`config.mk`:
```
export PLATFORM = sky130hd
export DESIGN_NAME = tnn_accum_classifier
export DESIGN_NICKNAME = d
export VERILOG_FILES = /design/src/rtl/tnn_accum_classifier.sv
export SDC_FILE = /design/constraint.sdc
export NUM_CORES = 1
export LEC_CHECK = 0
export ABC_CLOCK_PERIOD_IN_PS = 12200
export BUFFER_PORTS_ARGS = -buffer_cell sky130_fd_sc_hd__buf_4
export CORE_MARGIN = 2
export CORE_UTILIZATION = 60
export CTS_CLUSTER_DIAMETER = 150
export DETAILED_ROUTE_END_ITERATION = 6
export PLACE_DENSITY_LB_ADDON = 0.15
export SLEW_MARGIN = 20
export SYNTH_ARGS = -nofsm -noshare
export SYNTH_HDL_FRONTEND = slang
export SYNTH_SLANG_ARGS = --single-unit
```
`constraint.sdc`:
```
create_clock -name clk -period 12.2 [get_ports clk]
set_input_delay 2.44 -clock clk [delete_from_list [all_inputs] [get_ports clk]]
set_output_delay 2.44 -clock clk [all_outputs]
set_load 0.005 [all_outputs]
```
`src/rtl/tnn_accum_classifier.sv`:
```
// Purpose: accumulates N_IN unsigned operands per beat over a frame, saturating, then thresholds the sum into a class bit.
// Latency: result valid one cycle after the closing beat (in_last or beat MAX_BEATS) is accepted.
// Backpressure: in_ready low while a result waits; the result holds until out_ready; optional TNN_APPROX_LSB_EN zeroes operand bit 0.
module tnn_accum_classifier #(
  parameter int N_IN      = 7,
  parameter int W_IN      = 2,
  parameter int ACC_W     = 12,
  parameter int MAX_BEATS = 4
) (
  input  logic                   clk,
  input  logic                   rst_n,
  input  logic                   in_valid,
  output logic                   in_ready,
  input  logic [N_IN*W_IN-1:0]   in_data,
  input  logic                   in_last,
  input  logic [ACC_W-1:0]       thresh,
  output logic                   out_valid,
  input  logic                   out_ready,
  output logic                   out_class,
  output logic [ACC_W-1:0]       out_sum,
  output logic                   out_trunc
);

  // Beat sum width holds N_IN * (2^W_IN - 1) without truncation.
  localparam int SUM_W = W_IN + $clog2(N_IN) + 1;
  // One extra bit over the wider operand so the saturation test sees the carry.
  localparam int EXT_W = ((ACC_W > SUM_W) ? ACC_W : SUM_W) + 1;
  localparam logic [ACC_W-1:0] ACC_MAX  = '1;
  localparam logic [7:0]       BEAT_LIM = 8'(MAX_BEATS);

  typedef enum logic [1:0] {IDLE, ACCUM, RESULT} state_t;

  state_t             state_q, state_d;
  logic [ACC_W-1:0]   acc_q, acc_d;
  logic [ACC_W-1:0]   thr_q, thr_d;
  logic [7:0]         cnt_q, cnt_d;
  logic               trunc_q, trunc_d;

  logic [SUM_W-1:0]   beat_sum;
  logic [W_IN-1:0]    op;
  logic [ACC_W-1:0]   acc_base;
  logic [EXT_W-1:0]   acc_ext;
  logic [7:0]         cnt_nxt;
  logic               beat_acc;
  logic               res_acc;
  logic               lim_hit;

  // Adder tree: full-width unsigned sum of every operand in the beat.
  always_comb begin
    beat_sum = '0;
    op       = '0;
    for (int k = 0; k < N_IN; k++) begin
      op = in_data[k*W_IN +: W_IN];
`ifdef TNN_APPROX_LSB_EN
      op[0] = 1'b0;
`endif
      beat_sum = beat_sum + SUM_W'(op);
    end
  end

  // Handshakes and result outputs; in_ready is held low while reset is asserted.
  always_comb begin
    in_ready  = rst_n && (state_q != RESULT);
    out_valid = (state_q == RESULT);
    beat_acc  = in_valid && in_ready;
    res_acc   = out_valid && out_ready;
    out_sum   = acc_q;
    out_class = out_valid && (acc_q >= thr_q);
    out_trunc = trunc_q;
  end

  // Next-state: a first beat restarts the frame, later beats add with saturation.
  always_comb begin
    state_d  = state_q;
    acc_d    = acc_q;
    thr_d    = thr_q;
    cnt_d    = cnt_q;
    trunc_d  = trunc_q;
    acc_base = (state_q == IDLE) ? '0 : acc_q;
    acc_ext  = EXT_W'(acc_base) + EXT_W'(beat_sum);
    cnt_nxt  = (state_q == IDLE) ? 8'd1 : cnt_q + 8'd1;
    lim_hit  = (cnt_nxt == BEAT_LIM);

    if (beat_acc) begin
      acc_d = (acc_ext > EXT_W'(ACC_MAX)) ? ACC_MAX : acc_ext[ACC_W-1:0];
      cnt_d = cnt_nxt;
      if (state_q == IDLE) begin
        thr_d = thresh;
      end
      if (in_last || lim_hit) begin
        state_d = RESULT;
        trunc_d = !in_last && lim_hit;
      end else begin
        state_d = ACCUM;
      end
    end

    if (res_acc) begin
      state_d = IDLE;
      acc_d   = '0;
      cnt_d   = '0;
      trunc_d = 1'b0;
    end
  end

  // State register with synchronous active-low reset discarding any frame in flight.
  always_ff @(posedge clk) begin
    if (!rst_n) begin
      state_q <= IDLE;
      acc_q   <= '0;
      thr_q   <= '0;
      cnt_q   <= '0;
      trunc_q <= 1'b0;
    end else begin
      state_q <= state_d;
      acc_q   <= acc_d;
      thr_q   <= thr_d;
      cnt_q   <= cnt_d;
      trunc_q <= trunc_d;
    end
  end

endmodule

```
==> impl_metrics.env <==
export IMPL_worst_skew_pair_late_latency_ns=0.29
export IMPL_sequential_element_share_of_the_synthesized_area_pct=28.1
export IMPL_grt_start_max_net_pins=21
export IMPL_synth_async_reset_ratio_pct=0
export IMPL_antenna_cells=0
export IMPL_holdPathStages=2
export IMPL_instances_no_fill=400
export IMPL_crit_path_max_cell_delay_ns=0.54
export IMPL_placedCellCount=392
export IMPL_r2r_end="out_sum[6]$_SDFFE_PP0P_"
export IMPL_cts_tree="built"
export IMPL_fin_util_pct=74.4
export IMPL_cap_viol_max_count=0
export IMPL_final_cell_area_um2=2980
export IMPL_grt_use_total_pct=25.2
export IMPL_ios=47
export IMPL_antenna_found_initial=0
export IMPL_cts_made_buffers=5
export IMPL_placedInstanceArea_um2=2860
export IMPL_cts_repair_timing_setup_buffer_count=0
export IMPL_via_count=2243
export IMPL_hold_path_class="flip-flop to flip-flop"
export IMPL_first_iter_violations=120
export IMPL_cpMostUsedCell="sky130_fd_sc_hd__fa_1"
export IMPL_syn_nets=374
export IMPL_final_max_slew_viol_count=0
export IMPL_detailedPlacementHpwl_um=4200
export IMPL_clock_root_buffer="sky130_fd_sc_hd__clkbuf_8"
export IMPL_wl_per_cell_um=13.5
export IMPL_drtAntennaViolNets=0
export IMPL_cts_htree_levels=2
export IMPL_drt_pre_antenna_iters=4
export IMPL_worst_slew_margin_rel_pct=45.1
export IMPL_post_synth_inst_count=308
export IMPL_clock_sinks=35
export IMPL_data_arrival_time_of_the_critical_path_ns=6.49
export IMPL_routed_wl_um=5410
export IMPL_power_density_nw_per_um2=118
export IMPL_timing_critical_path_to_type="flip-flop"
export IMPL_globalRoute_totalOverflow=0
export IMPL_worstSetupStartpointType="primary input"
export IMPL_fin_tns_setup_ns=0
export IMPL_worstMarginPinSlew_ns=0.821
export IMPL_die_height_um=68.4
export IMPL_outcome="finished, final reports clean"
export IMPL_period_needed_ns=6.31
export IMPL_viasPerCell=5.61
export IMPL_post_route_cells_drive_above_1_share_pct=19.1
export IMPL_clk_pin_slew_worst_paths_ns=0.07
export IMPL_max_clock_path_buffers=2
export IMPL_start_util_pct=62.3
export IMPL_filler_cell_count=322
export IMPL_static_leakage_power_nw=1.27
export IMPL_hp_start="thr_q[4]$_SDFFE_PN0P_"
export IMPL_number_of_hold_buffers_added_after_cts=0
export IMPL_number_of_enable_type_register_cells_in_the_synthesized_netlist=0
export IMPL_post_cts_resize_count=0
export IMPL_grt_setup_unrepaired="false"
export IMPL_finalHoldWorstSlack_ns=0.461
export IMPL_worstPathMaxFanout=5
export IMPL_finalHoldViolCount=0
export IMPL_number_of_storage_elements_in_the_synthesis_netlist=35
export IMPL_fmaxAchievable_mhz=159
export IMPL_gp_congestion=0.879
export IMPL_core_area_um2=4000
export IMPL_row_count=23
export IMPL_worst_ep_required_time_ns=12.38
export IMPL_die_width_um=68.4
export IMPL_average_size_of_a_mapped_cell_um2=8.09
export IMPL_portBuffers=46
export IMPL_final_setup_viol_count=0
export IMPL_global_route_wire_length_before_repair_um=8880
export IMPL_synth_warning_count=0
export IMPL_criticalPathCategory="primary input to flip-flop"
export IMPL_route_detailed_drc=0
export IMPL_timing_rr_start="state_q[1]$_SDFFE_PP0P_"
export IMPL_first_global_vias=2067
export IMPL_finalNetCount=415
export IMPL_clock_skew_final_ns=0.00357
export IMPL_crit_slowest_cell="sky130_fd_sc_hd__fa_1"
export IMPL_area_growth_syn_to_layout_pct=19.4
export IMPL_synth_cell_area_um2=2490
export IMPL_hold_path_end="thr_q[4]$_SDFFE_PN0P_"
export IMPL_worstPathCellList="buf_4, inv_1, fa_1, inv_1, fa_1, fa_1, inv_1, fa_1, inv_1, ha_1, fa_1, a211oi_1, o21bai_1, or3b_2, a21oi_1, a211o_1"
export IMPL_r2r_cells=10
export IMPL_period_share_pct=51.7
export IMPL_design_die_area_um2=4680
export IMPL_synth_lib_cells_used_distinct=47
export IMPL_irDropWorstVdd_mv=0.0824
export IMPL_setup_slack_on_the_worst_flop_to_flop_path_ns=8.33
export IMPL_ys_flop_type="sky130_fd_sc_hd__dfxtp_1"
cell families after synthesis:
group	count (synthesis)	share of synthesized area (%)
and+or+nand+nor	106	20.4
AOI/OAI and AO/OA	79	20.5
buffers and inverters	44	6.78
adders and majority gates	35	20.9
DFF	35	28.1
xor gates and xnor gates	7	2.46
muxes	2	0.804
metal layers:
metal / track usage [%] / vias up / share of wire [%]
met4: 7.00 / 0 / 1.4
met1: 32.2 / 1034 / 44
li1: - / 1135 / -
met2: 42.3 / 66 / 49
met3: 5.92 / 8 / 6.1
met5: 0 / - / 0
where the power goes:
group	switching, mW	internal, mW	leakage, nW
Sequential	0.00584	0.121	0.285
Combinational	0.0620	0.0536	0.928
Clock	0.0432	0.0661	0.0612
placed cells by master, fill, tap and decap left out, drive strengths merged, types with 2 or more instances in the layout:
cell / count
nor3: 3
or4: 2
buf: 48
fa: 11
xnor2: 3
o21ai: 13
or2: 2
xor2: 4
inv: 30
a31oi: 8
nand4: 2
dfxtp: 35
nand2: 45
nor2: 23
and2: 8
nand3: 11
a21o: 2
or3b: 2
a211oi: 5
a21oi: 26
ha: 24
o21a: 3
mux2i: 2
clkbuf: 6
a311oi: 2
a21boi: 12
cell usage after synthesis (2+ instances only):
library cell,instances,area (µm²)
sky130_fd_sc_hd__clkbuf_1,10,37.5
sky130_fd_sc_hd__buf_2,3,15.0
sky130_fd_sc_hd__or2_2,2,12.5
sky130_fd_sc_hd__a21boi_0,12,90.1
sky130_fd_sc_hd__a211oi_1,5,37.5
sky130_fd_sc_hd__nor2_1,23,86.3
sky130_fd_sc_hd__ha_1,24,300
sky130_fd_sc_hd__fa_1,11,220
sky130_fd_sc_hd__mux2i_1,2,20.0
sky130_fd_sc_hd__o21ai_0,13,65.1
sky130_fd_sc_hd__a311oi_2,2,30.0
sky130_fd_sc_hd__a21oi_1,26,130
sky130_fd_sc_hd__nor3_1,2,10.0
sky130_fd_sc_hd__and2_1,8,50.1
sky130_fd_sc_hd__inv_1,29,109
sky130_fd_sc_hd__nand4_1,2,12.5
sky130_fd_sc_hd__a21o_1,2,15.0
sky130_fd_sc_hd__o21a_1,3,22.5
sky130_fd_sc_hd__xor2_1,4,35.0
sky130_fd_sc_hd__dfxtp_1,35,701
sky130_fd_sc_hd__a31oi_1,8,50.1
sky130_fd_sc_hd__nand3_1,11,55.1
sky130_fd_sc_hd__nand2_1,45,169
sky130_fd_sc_hd__xnor2_1,3,26.3
worst max-delay path by stage:
stage	from	endpoint	slack, ns	depth (start not counted)
detailed placement	in_data[1]	out_sum[7]$_SDFFE_PP0P_	5.61	16
CTS	in_data[1]	out_sum[7]$_SDFFE_PP0P_	5.89	16
floorplan	in_data[1]	out_sum[7]$_SDFFE_PP0P_	5.87	15
finish	in_data[1]	out_sum[7]$_SDFFE_PP0P_	5.89	16
global placement	in_data[1]	out_sum[7]$_SDFFE_PP0P_	5.68	16
global route	in_data[1]	out_sum[7]$_SDFFE_PP0P_	5.74	16
area by class of cell:
type | instances | area [µm²] | share of cell area (%)
Sequential cell | 35 | 701 | 23.5
Clock inverter | 2 | 35.0 | 1.18
Clock buffer | 6 | 82.6 | 2.78
Multi-Input combinational cell | 229 | 1620 | 54.5
Inverter | 30 | 113 | 3.78
Timing Repair Buffer | 48 | 360 | 12.1
Tap cell | 50 | 62.6 | 2.10
sequential cells by signal (all words and copies together), names as in the netlist:
register   flops
cnt_q          8
state_q        2
thr_q         12
out_sum       12
out_trunc      1
through the flow:
stage,power (mW),setup slack (ns)
3_5_place_dp,0.243,5.61
4_1_cts,0.354,5.89
2_1_floorplan,0.207,5.87
6_report,0.351,5.89
3_3_place_gp,0.238,5.68
5_1_grt,0.377,5.74
worst max-delay path: cells and delay by family:
family,cells,cell delay [ns]
adders and majority gates,6,2.77
AOI/OAI and AO/OA,4,0.78
buffers and inverters,5,0.27
and+or+nand+nor,1,0.22
No activity file was read; power rests on OpenSTA's default activity.
